--- config.mk ---
export PLATFORM = sky130hd
export DESIGN_NAME = echo_host_link_flat
export DESIGN_NICKNAME = d
export VERILOG_FILES = /design/src/rtl/echo_host_link_if.sv /design/src/rtl/echo_host_link.sv /design/src/flat_wrapper.sv
export SDC_FILE = /design/constraint.sdc
export NUM_CORES = 1
export LEC_CHECK = 0
export CAP_MARGIN = 25
export CORE_MARGIN = 10
export CORE_UTILIZATION = 32
export DETAILED_ROUTE_END_ITERATION = 6
export GPL_TIMING_DRIVEN = 0
export SYNTH_ARGS = -nofsm -noshare
export SYNTH_HDL_FRONTEND = slang
export SYNTH_SLANG_ARGS = --single-unit
--- constraint.sdc ---
create_clock -name clk -period 2.6 [get_ports clk]
set_input_delay 0.52 -clock clk [delete_from_list [all_inputs] [get_ports clk]]
set_output_delay 0.52 -clock clk [all_outputs]
set_load 0.03 [all_outputs]
--- src/rtl/echo_host_link_if.sv ---
// Host command / UART byte-link / measurement bundle for echo_host_link.
// master = host and UART side, slave = echo_host_link.
interface echo_host_link_if;
    localparam int unsigned OP_W   = 2;
    localparam int unsigned BYTE_W = 8;

    logic              req_valid;
    logic              req_ready;
    logic [OP_W-1:0]   req_op;
    logic [BYTE_W-1:0] req_arg;
    logic              req_err;

    logic              tx_rdy;
    logic              tx_wen;
    logic [BYTE_W-1:0] tx_data;

    logic              rx_rdy;
    logic              rx_oen;
    logic [BYTE_W-1:0] rx_data;

    logic              meas_valid;
    logic [BYTE_W-1:0] meas_distance;
    logic [BYTE_W-1:0] meas_angle;
    logic              sync_err;

    modport master (
        output req_valid, req_op, req_arg, tx_rdy, rx_rdy, rx_data,
        input  req_ready, req_err, tx_wen, tx_data, rx_oen,
               meas_valid, meas_distance, meas_angle, sync_err
    );

    modport slave (
        input  req_valid, req_op, req_arg, tx_rdy, rx_rdy, rx_data,
        output req_ready, req_err, tx_wen, tx_data, rx_oen,
               meas_valid, meas_distance, meas_angle, sync_err
    );
endinterface

--- src/rtl/echo_host_link.sv ---
// Host command encoder (TX) and telemetry pair decoder (RX) for an echo sounder UART link.
// Optional ECHO_LINK_STATS_EN adds saturating pair_count / err_count outputs.
module echo_host_link (
    input  logic clk,
    input  logic rst_n,
    echo_host_link_if.slave bus
`ifdef ECHO_LINK_STATS_EN
    ,
    output logic [15:0] pair_count,
    output logic [15:0] err_count
`endif
);
    localparam int unsigned DW = 8;
    localparam int unsigned OW = 2;

    localparam logic [OW-1:0] OP_SET_ANGLE = 2'b00;
    localparam logic [OW-1:0] OP_SET_MODE  = 2'b01;
    localparam logic [OW-1:0] OP_MEASURE   = 2'b10;

    typedef enum logic [1:0] {T_IDLE, T_WAIT_RDY, T_SEND} tx_state_t;
    typedef enum logic [1:0] {R_IDLE, R_ACK, R_CLR} rx_state_t;

    tx_state_t tx_state, tx_state_d;
    rx_state_t rx_state, rx_state_d;

    logic [DW-1:0] tx_data_q, tx_data_d;
    logic [DW-1:0] second_q, second_d;
    logic          pend_q, pend_d;
    logic          tx_wen_q, req_ready_q;
    logic          req_err_q, req_err_d;

    logic          rx_oen_q;
    logic          expect_angle_q, expect_angle_d;
    logic [DW-1:0] held_q, held_d;
    logic [DW-1:0] meas_dist_q, meas_dist_d;
    logic [DW-1:0] meas_ang_q, meas_ang_d;
    logic          meas_valid_q, meas_valid_d;
    logic          sync_err_q, sync_err_d;

    // TX: encode the accepted request, then pace bytes with the tx_rdy/tx_wen handshake
    always_comb begin
        tx_state_d = tx_state;
        tx_data_d  = tx_data_q;
        second_d   = second_q;
        pend_d     = pend_q;
        req_err_d  = 1'b0;
        case (tx_state)
            T_IDLE: begin
                if (bus.req_valid && req_ready_q) begin
                    tx_state_d = T_WAIT_RDY;
                    case (bus.req_op)
                        OP_SET_ANGLE: begin
                            tx_data_d = 8'h00;
                            second_d  = bus.req_arg;
                            pend_d    = 1'b1;
                        end
                        OP_SET_MODE: tx_data_d = {7'b0000_010, bus.req_arg[0]};
                        OP_MEASURE:  tx_data_d = 8'h08;
                        default: begin
                            // SET_RANGE: end nibble must be non-zero on the wire
                            if (bus.req_arg[7:4] != 4'h0) begin
                                tx_data_d = bus.req_arg;
                            end else if (bus.req_arg[3:0] != 4'h0) begin
                                tx_data_d = {bus.req_arg[3:0], bus.req_arg[7:4]};
                            end else begin
                                tx_state_d = T_IDLE;
                                req_err_d  = 1'b1;
                            end
                        end
                    endcase
                end
            end
            T_WAIT_RDY: begin
                if (bus.tx_rdy) tx_state_d = T_SEND;
            end
            T_SEND: begin
                if (!bus.tx_rdy) begin
                    if (pend_q) begin
                        tx_state_d = T_WAIT_RDY;
                        tx_data_d  = second_q;
                        pend_d     = 1'b0;
                    end else begin
                        tx_state_d = T_IDLE;
                    end
                end
            end
            default: tx_state_d = T_IDLE;
        endcase
    end

    // RX: one byte per rx_rdy assertion, decoded at capture; tag bit 0 distinguishes angle
    always_comb begin
        rx_state_d     = rx_state;
        expect_angle_d = expect_angle_q;
        held_d         = held_q;
        meas_dist_d    = meas_dist_q;
        meas_ang_d     = meas_ang_q;
        meas_valid_d   = 1'b0;
        sync_err_d     = 1'b0;
        case (rx_state)
            R_IDLE: begin
                if (bus.rx_rdy) begin
                    rx_state_d = R_ACK;
                    if (!expect_angle_q) begin
                        if (!bus.rx_data[0]) begin
                            held_d         = bus.rx_data;
                            expect_angle_d = 1'b1;
                        end else begin
                            sync_err_d = 1'b1;
                        end
                    end else if (bus.rx_data[0]) begin
                        meas_dist_d    = held_q;
                        meas_ang_d     = {bus.rx_data[7:1], 1'b0};
                        meas_valid_d   = 1'b1;
                        expect_angle_d = 1'b0;
                    end else begin
                        held_d     = bus.rx_data;
                        sync_err_d = 1'b1;
                    end
                end
            end
            R_ACK:   rx_state_d = R_CLR;
            R_CLR: begin
                if (!bus.rx_rdy) rx_state_d = R_IDLE;
            end
            default: rx_state_d = R_IDLE;
        endcase
    end

    always_ff @(posedge clk or negedge rst_n) begin
        if (!rst_n) begin
            tx_state       <= T_IDLE;
            tx_data_q      <= '0;
            second_q       <= '0;
            pend_q         <= 1'b0;
            tx_wen_q       <= 1'b1;
            req_ready_q    <= 1'b1;
            req_err_q      <= 1'b0;
            rx_state       <= R_IDLE;
            rx_oen_q       <= 1'b1;
            expect_angle_q <= 1'b0;
            held_q         <= '0;
            meas_dist_q    <= '0;
            meas_ang_q     <= '0;
            meas_valid_q   <= 1'b0;
            sync_err_q     <= 1'b0;
        end else begin
            tx_state       <= tx_state_d;
            tx_data_q      <= tx_data_d;
            second_q       <= second_d;
            pend_q         <= pend_d;
            tx_wen_q       <= (tx_state_d != T_SEND);
            req_ready_q    <= (tx_state_d == T_IDLE);
            req_err_q      <= req_err_d;
            rx_state       <= rx_state_d;
            rx_oen_q       <= (rx_state_d != R_ACK);
            expect_angle_q <= expect_angle_d;
            held_q         <= held_d;
            meas_dist_q    <= meas_dist_d;
            meas_ang_q     <= meas_ang_d;
            meas_valid_q   <= meas_valid_d;
            sync_err_q     <= sync_err_d;
        end
    end

    assign bus.req_ready     = req_ready_q;
    assign bus.req_err       = req_err_q;
    assign bus.tx_wen        = tx_wen_q;
    assign bus.tx_data       = tx_data_q;
    assign bus.rx_oen        = rx_oen_q;
    assign bus.meas_valid    = meas_valid_q;
    assign bus.meas_distance = meas_dist_q;
    assign bus.meas_angle    = meas_ang_q;
    assign bus.sync_err      = sync_err_q;

`ifdef ECHO_LINK_STATS_EN
    localparam int unsigned CW = 16;

    logic [1:0]  err_inc;
    logic [CW:0] err_sum;

    // Both error pulses can land in one cycle; count each, saturating
    always_comb begin
        err_inc = 2'(req_err_d) + 2'(sync_err_d);
        err_sum = (CW+1)'(err_count) + (CW+1)'(err_inc);
    end

    always_ff @(posedge clk or negedge rst_n) begin
        if (!rst_n) begin
            pair_count <= '0;
            err_count  <= '0;
        end else begin
            if (meas_valid_d && (pair_count != {CW{1'b1}})) pair_count <= pair_count + CW'(1);
            err_count <= err_sum[CW] ? {CW{1'b1}} : err_sum[CW-1:0];
        end
    end
`endif
endmodule

--- src/flat_wrapper.sv ---
// flat-port wrapper written by rule: the top's interface ports become plain ports
module echo_host_link_flat 
  (clk, rst_n, bus_req_valid, bus_req_op, bus_req_arg, bus_tx_rdy, bus_rx_rdy, bus_rx_data, bus_req_ready, bus_req_err, bus_tx_wen, bus_tx_data, bus_rx_oen, bus_meas_valid, bus_meas_distance, bus_meas_angle, bus_sync_err);
  echo_host_link_if bus_i ();
  input  logic clk;
  input  logic rst_n;
  input wire logic [$bits(bus_i.req_valid)-1:0] bus_req_valid;
  input wire logic [$bits(bus_i.req_op)-1:0] bus_req_op;
  input wire logic [$bits(bus_i.req_arg)-1:0] bus_req_arg;
  input wire logic [$bits(bus_i.tx_rdy)-1:0] bus_tx_rdy;
  input wire logic [$bits(bus_i.rx_rdy)-1:0] bus_rx_rdy;
  input wire logic [$bits(bus_i.rx_data)-1:0] bus_rx_data;
  output wire logic [$bits(bus_i.req_ready)-1:0] bus_req_ready;
  output wire logic [$bits(bus_i.req_err)-1:0] bus_req_err;
  output wire logic [$bits(bus_i.tx_wen)-1:0] bus_tx_wen;
  output wire logic [$bits(bus_i.tx_data)-1:0] bus_tx_data;
  output wire logic [$bits(bus_i.rx_oen)-1:0] bus_rx_oen;
  output wire logic [$bits(bus_i.meas_valid)-1:0] bus_meas_valid;
  output wire logic [$bits(bus_i.meas_distance)-1:0] bus_meas_distance;
  output wire logic [$bits(bus_i.meas_angle)-1:0] bus_meas_angle;
  output wire logic [$bits(bus_i.sync_err)-1:0] bus_sync_err;
  assign bus_i.req_valid = bus_req_valid;
  assign bus_i.req_op = bus_req_op;
  assign bus_i.req_arg = bus_req_arg;
  assign bus_i.tx_rdy = bus_tx_rdy;
  assign bus_i.rx_rdy = bus_rx_rdy;
  assign bus_i.rx_data = bus_rx_data;
  assign bus_req_ready = bus_i.req_ready;
  assign bus_req_err = bus_i.req_err;
  assign bus_tx_wen = bus_i.tx_wen;
  assign bus_tx_data = bus_i.tx_data;
  assign bus_rx_oen = bus_i.rx_oen;
  assign bus_meas_valid = bus_i.meas_valid;
  assign bus_meas_distance = bus_i.meas_distance;
  assign bus_meas_angle = bus_i.meas_angle;
  assign bus_sync_err = bus_i.sync_err;
  echo_host_link u_core (.clk(clk), .rst_n(rst_n), .bus(bus_i));
endmodule
==> flow_summary.toml <==
[run_status]
status = "complete, no violations"

[die]
core_sq_mm = 0.00642
die_x_um = 102
rows = 29
pin_count = 53
fp.dieArea_sq_mm = 0.0104
die_height_um = 102
start_util = 0.333

[critical_path]
worst-endpoint-arrival_ps = 2260
critPathRequiredTime_ps = 2780
slowest_stage = "clkdlybuf4s50_1"
cp-end-kind = "register"
worstPathMaxFanout = 8
startpoint_type = "input pin"
crit_chain = "clkdlybuf4s50_1 > nor4_4 > nand4_2 > o21a_1 > buf_6 > mux2_4"
cpPeakStageDelay_ps = 540
crit_type = "in2reg"

[power]
clock_power_share = 0.169
power.density_mw_per_mm2 = 1150
switching_share = 0.349
power_frac_seq = 0.392
p_int_uw = 2140
max-vdd-ir-drop_uv = 262
power.leakage_uw = 0.00126
pwr-share-comb = 0.440
p_switching_uw = 1150

[global_route]
grt_usage = 0.0908
first_global_vias = 1493
overflow = 0
grt_pass1_wl_um = 7410
antenna_found_initial = 0
grt_max_degree = 27

[finish]
layout_commonest_cell = "clkdlybuf4s50_1"
seq_area_sq_mm = 0.00123
synthToLayoutAreaGrowth_pct = 33.5
n_fill_cell = 615
instances_no_fill = 301
layout_common_cells = "clkdlybuf4s50_1, dfrtp_1, mux2_2"
multi_input_area_sq_um = 820
finish.utilization = 0.444
drive_gt1_frac = 0.277
layout.nets = 247
num_antenna_cells = 0

[timing]
grt_setup_unrepaired = "false"
clock.fmax_mhz = 481
maxSlewViolCount = 0
min_period_over_period = 0.800
fin_crit_ps = 2080
worst_pin_slew_ps = 548
relSlewSlack = 0.635
setup_viol = 0
skew_ps = 4.64
finalHoldViolations = 0

[yosys]
synth_edf_count = 0
synth_seq_cells = 49
ys_async_sr_fraction = 1.00
yosysTopAreaCell = "dfrtp_1"
syn_area_sq_mm = 0.00214
syn_avg_cell_area_sq_um = 12.9
syn_inst = 166
yosysUniqueCellTypes = 38
synth_ff_type = "dfrtp_1"
synth_area_leaders = "dfrtp_1, mux2_2, mux2_4"
synth_top_area_frac = 0.538
yosys_warnings = 0
ys_seq_area_frac = 0.575

[cts]
ctsResizeCount = 0
tritoncts = "built"
htree_levels = 2
postCtsSetupRepairBufs = 0
clockBufferDepth = 2
clk_pin_slew_ps = 90
cts_root_buf = "clkbuf_8"
cts_sinks = 49
hold_buffers = 0
cts_buffers = 5
clock_latency_ps = 300

[routing]
dr.first_iter.drc_count = 16
routed_via_density = 4.73
wl_per_cell_um = 14.9
drcViolationCount = 0
via_count = 1424
routed_wl_um = 4480
final_antenna_net_count = 0
first_pass_iters = 4

[place]
dp_cells = 293
globalplace.congestion = 0.768
numPortBuffers = 48
hpwlAfterDp_um = 3530

[min_path]
worstHoldPathType = "in2async"

[run]
cap_violations = 0
[worst max-delay path, delay by kind of cell]
| family | cells | cell delay [ps] |
|---|---|---|
| buffers and inverters | 2 | 690 |
| AOI/OAI and AO/OA | 1 | 210 |
| and+or+nand+nor | 2 | 550 |
| muxes | 1 | 290 |
[cell families (layout without fill, tap and decap cells)]
| kind of cell | Yosys count | in the layout | share of synthesized area |
|---|---|---|---|
| AO/OA/AOI/OAI | 22 | 22 | 0.0597 |
| other | 1 | 2 | 0.00175 |
| flip-flops | 49 | 49 | 0.575 |
| multiplexers | 37 | 37 | 0.207 |
| buffers and inverters | 18 | 75 | 0.0433 |
| AND/OR/NAND/NOR | 38 | 38 | 0.108 |
| adder cells (fa/ha/maj) | 1 | 1 | 0.00585 |
[state kept, by name, indices dropped and copies added (netlist names), 2 cells and up]
| name | flops |
|---|---|
| u_core.bus.meas_angle | 7 |
| u_core.bus.meas_distance | 7 |
| u_core.bus.tx_data | 8 |
| u_core.held_q | 7 |
| u_core.rx_state | 2 |
| u_core.second_q | 8 |
| u_core.tx_state | 2 |
[synth_stat cells (2+ instances only)]
library cell,count
buf_4,3
nand3b_1,2
and2_1,2
nand2_1,11
mux2_4,7
inv_1,8
nand3_1,3
nor2_1,4
o211ai_1,2
o21ai_0,10
a21oi_1,3
nor2b_1,2
buf_2,4
dfstp_2,3
nand4_1,3
mux2_2,29
dfrtp_1,46
a31oi_1,4
[through the flow]
stage / hold WS [ps] / setup WS, ps / instance area (sq um) / setup TNS [ps] / total power, uW
after CTS: 211 / 519 / 2850 / 0 / 3350
after detailed placement: 483 / 194 / 2730 / 0 / 2780
after global placement: 459 / -460 / 2720 / -21060 / 2750
final: 198 / 521 / 2850 / 0 / 3290
after global routing: 238 / 416 / 2850 / 0 / 3510
after floorplan: 224 / 893 / 2140 / 0 / 2200
[path summary, 6_finish.rpt]
kind                               startpoint                           to  slack [ps]  cells past startpoint
min reg2reg                u_core.rx_state[1]           u_core.rx_state[1]         490                      1
min in group clk           u_core.rx_state[1]           u_core.rx_state[1]         490                      1
min                                     rst_n        u_core.bus.meas_valid         200                      1
max in group asynchronous               rst_n         u_core.bus.req_ready        1800                      2
max                            bus_req_arg[4]        u_core.bus.tx_data[6]         520                      6
max reg2reg                u_core.rx_state[1]  u_core.bus.meas_distance[6]         860                      6
[power by group through the flow]
stage,clock (uW),combinational [uW],sequential [uW]
2_1_floorplan,0,555,1650
3_3_place_gp,0,1450,1300
3_5_place_dp,0,1470,1310
4_1_cts,584,1470,1290
5_1_grt,614,1550,1340
6_report,555,1450,1290
[cell type report]
| class | count | area share |
|---|---|---|
| buffer | 10 | 0.0219 |
| inverter | 8 | 0.0105 |
| sequential | 49 | 0.431 |
| clock inverter | 2 | 0.0132 |
| tap | 77 | 0.0338 |
| multi-input combinational | 100 | 0.287 |
| timing repair buffer | 49 | 0.174 |
| clock buffer | 6 | 0.0289 |
[routing by layer]
layer | up-vias | part of all wire | wire [um] | track usage
li1 | 688 | - | - | -
met1 | 691 | 0.42 | 1880 | 0.101
met2 | 40 | 0.47 | 2120 | 0.149
met3 | 5 | 0.094 | 419 | 0.0402
met4 | 0 | 0.014 | 61 | 0.0363
met5 | - | 0 | 0 | 0
Note: power is estimated with default switching activity, not from simulation.
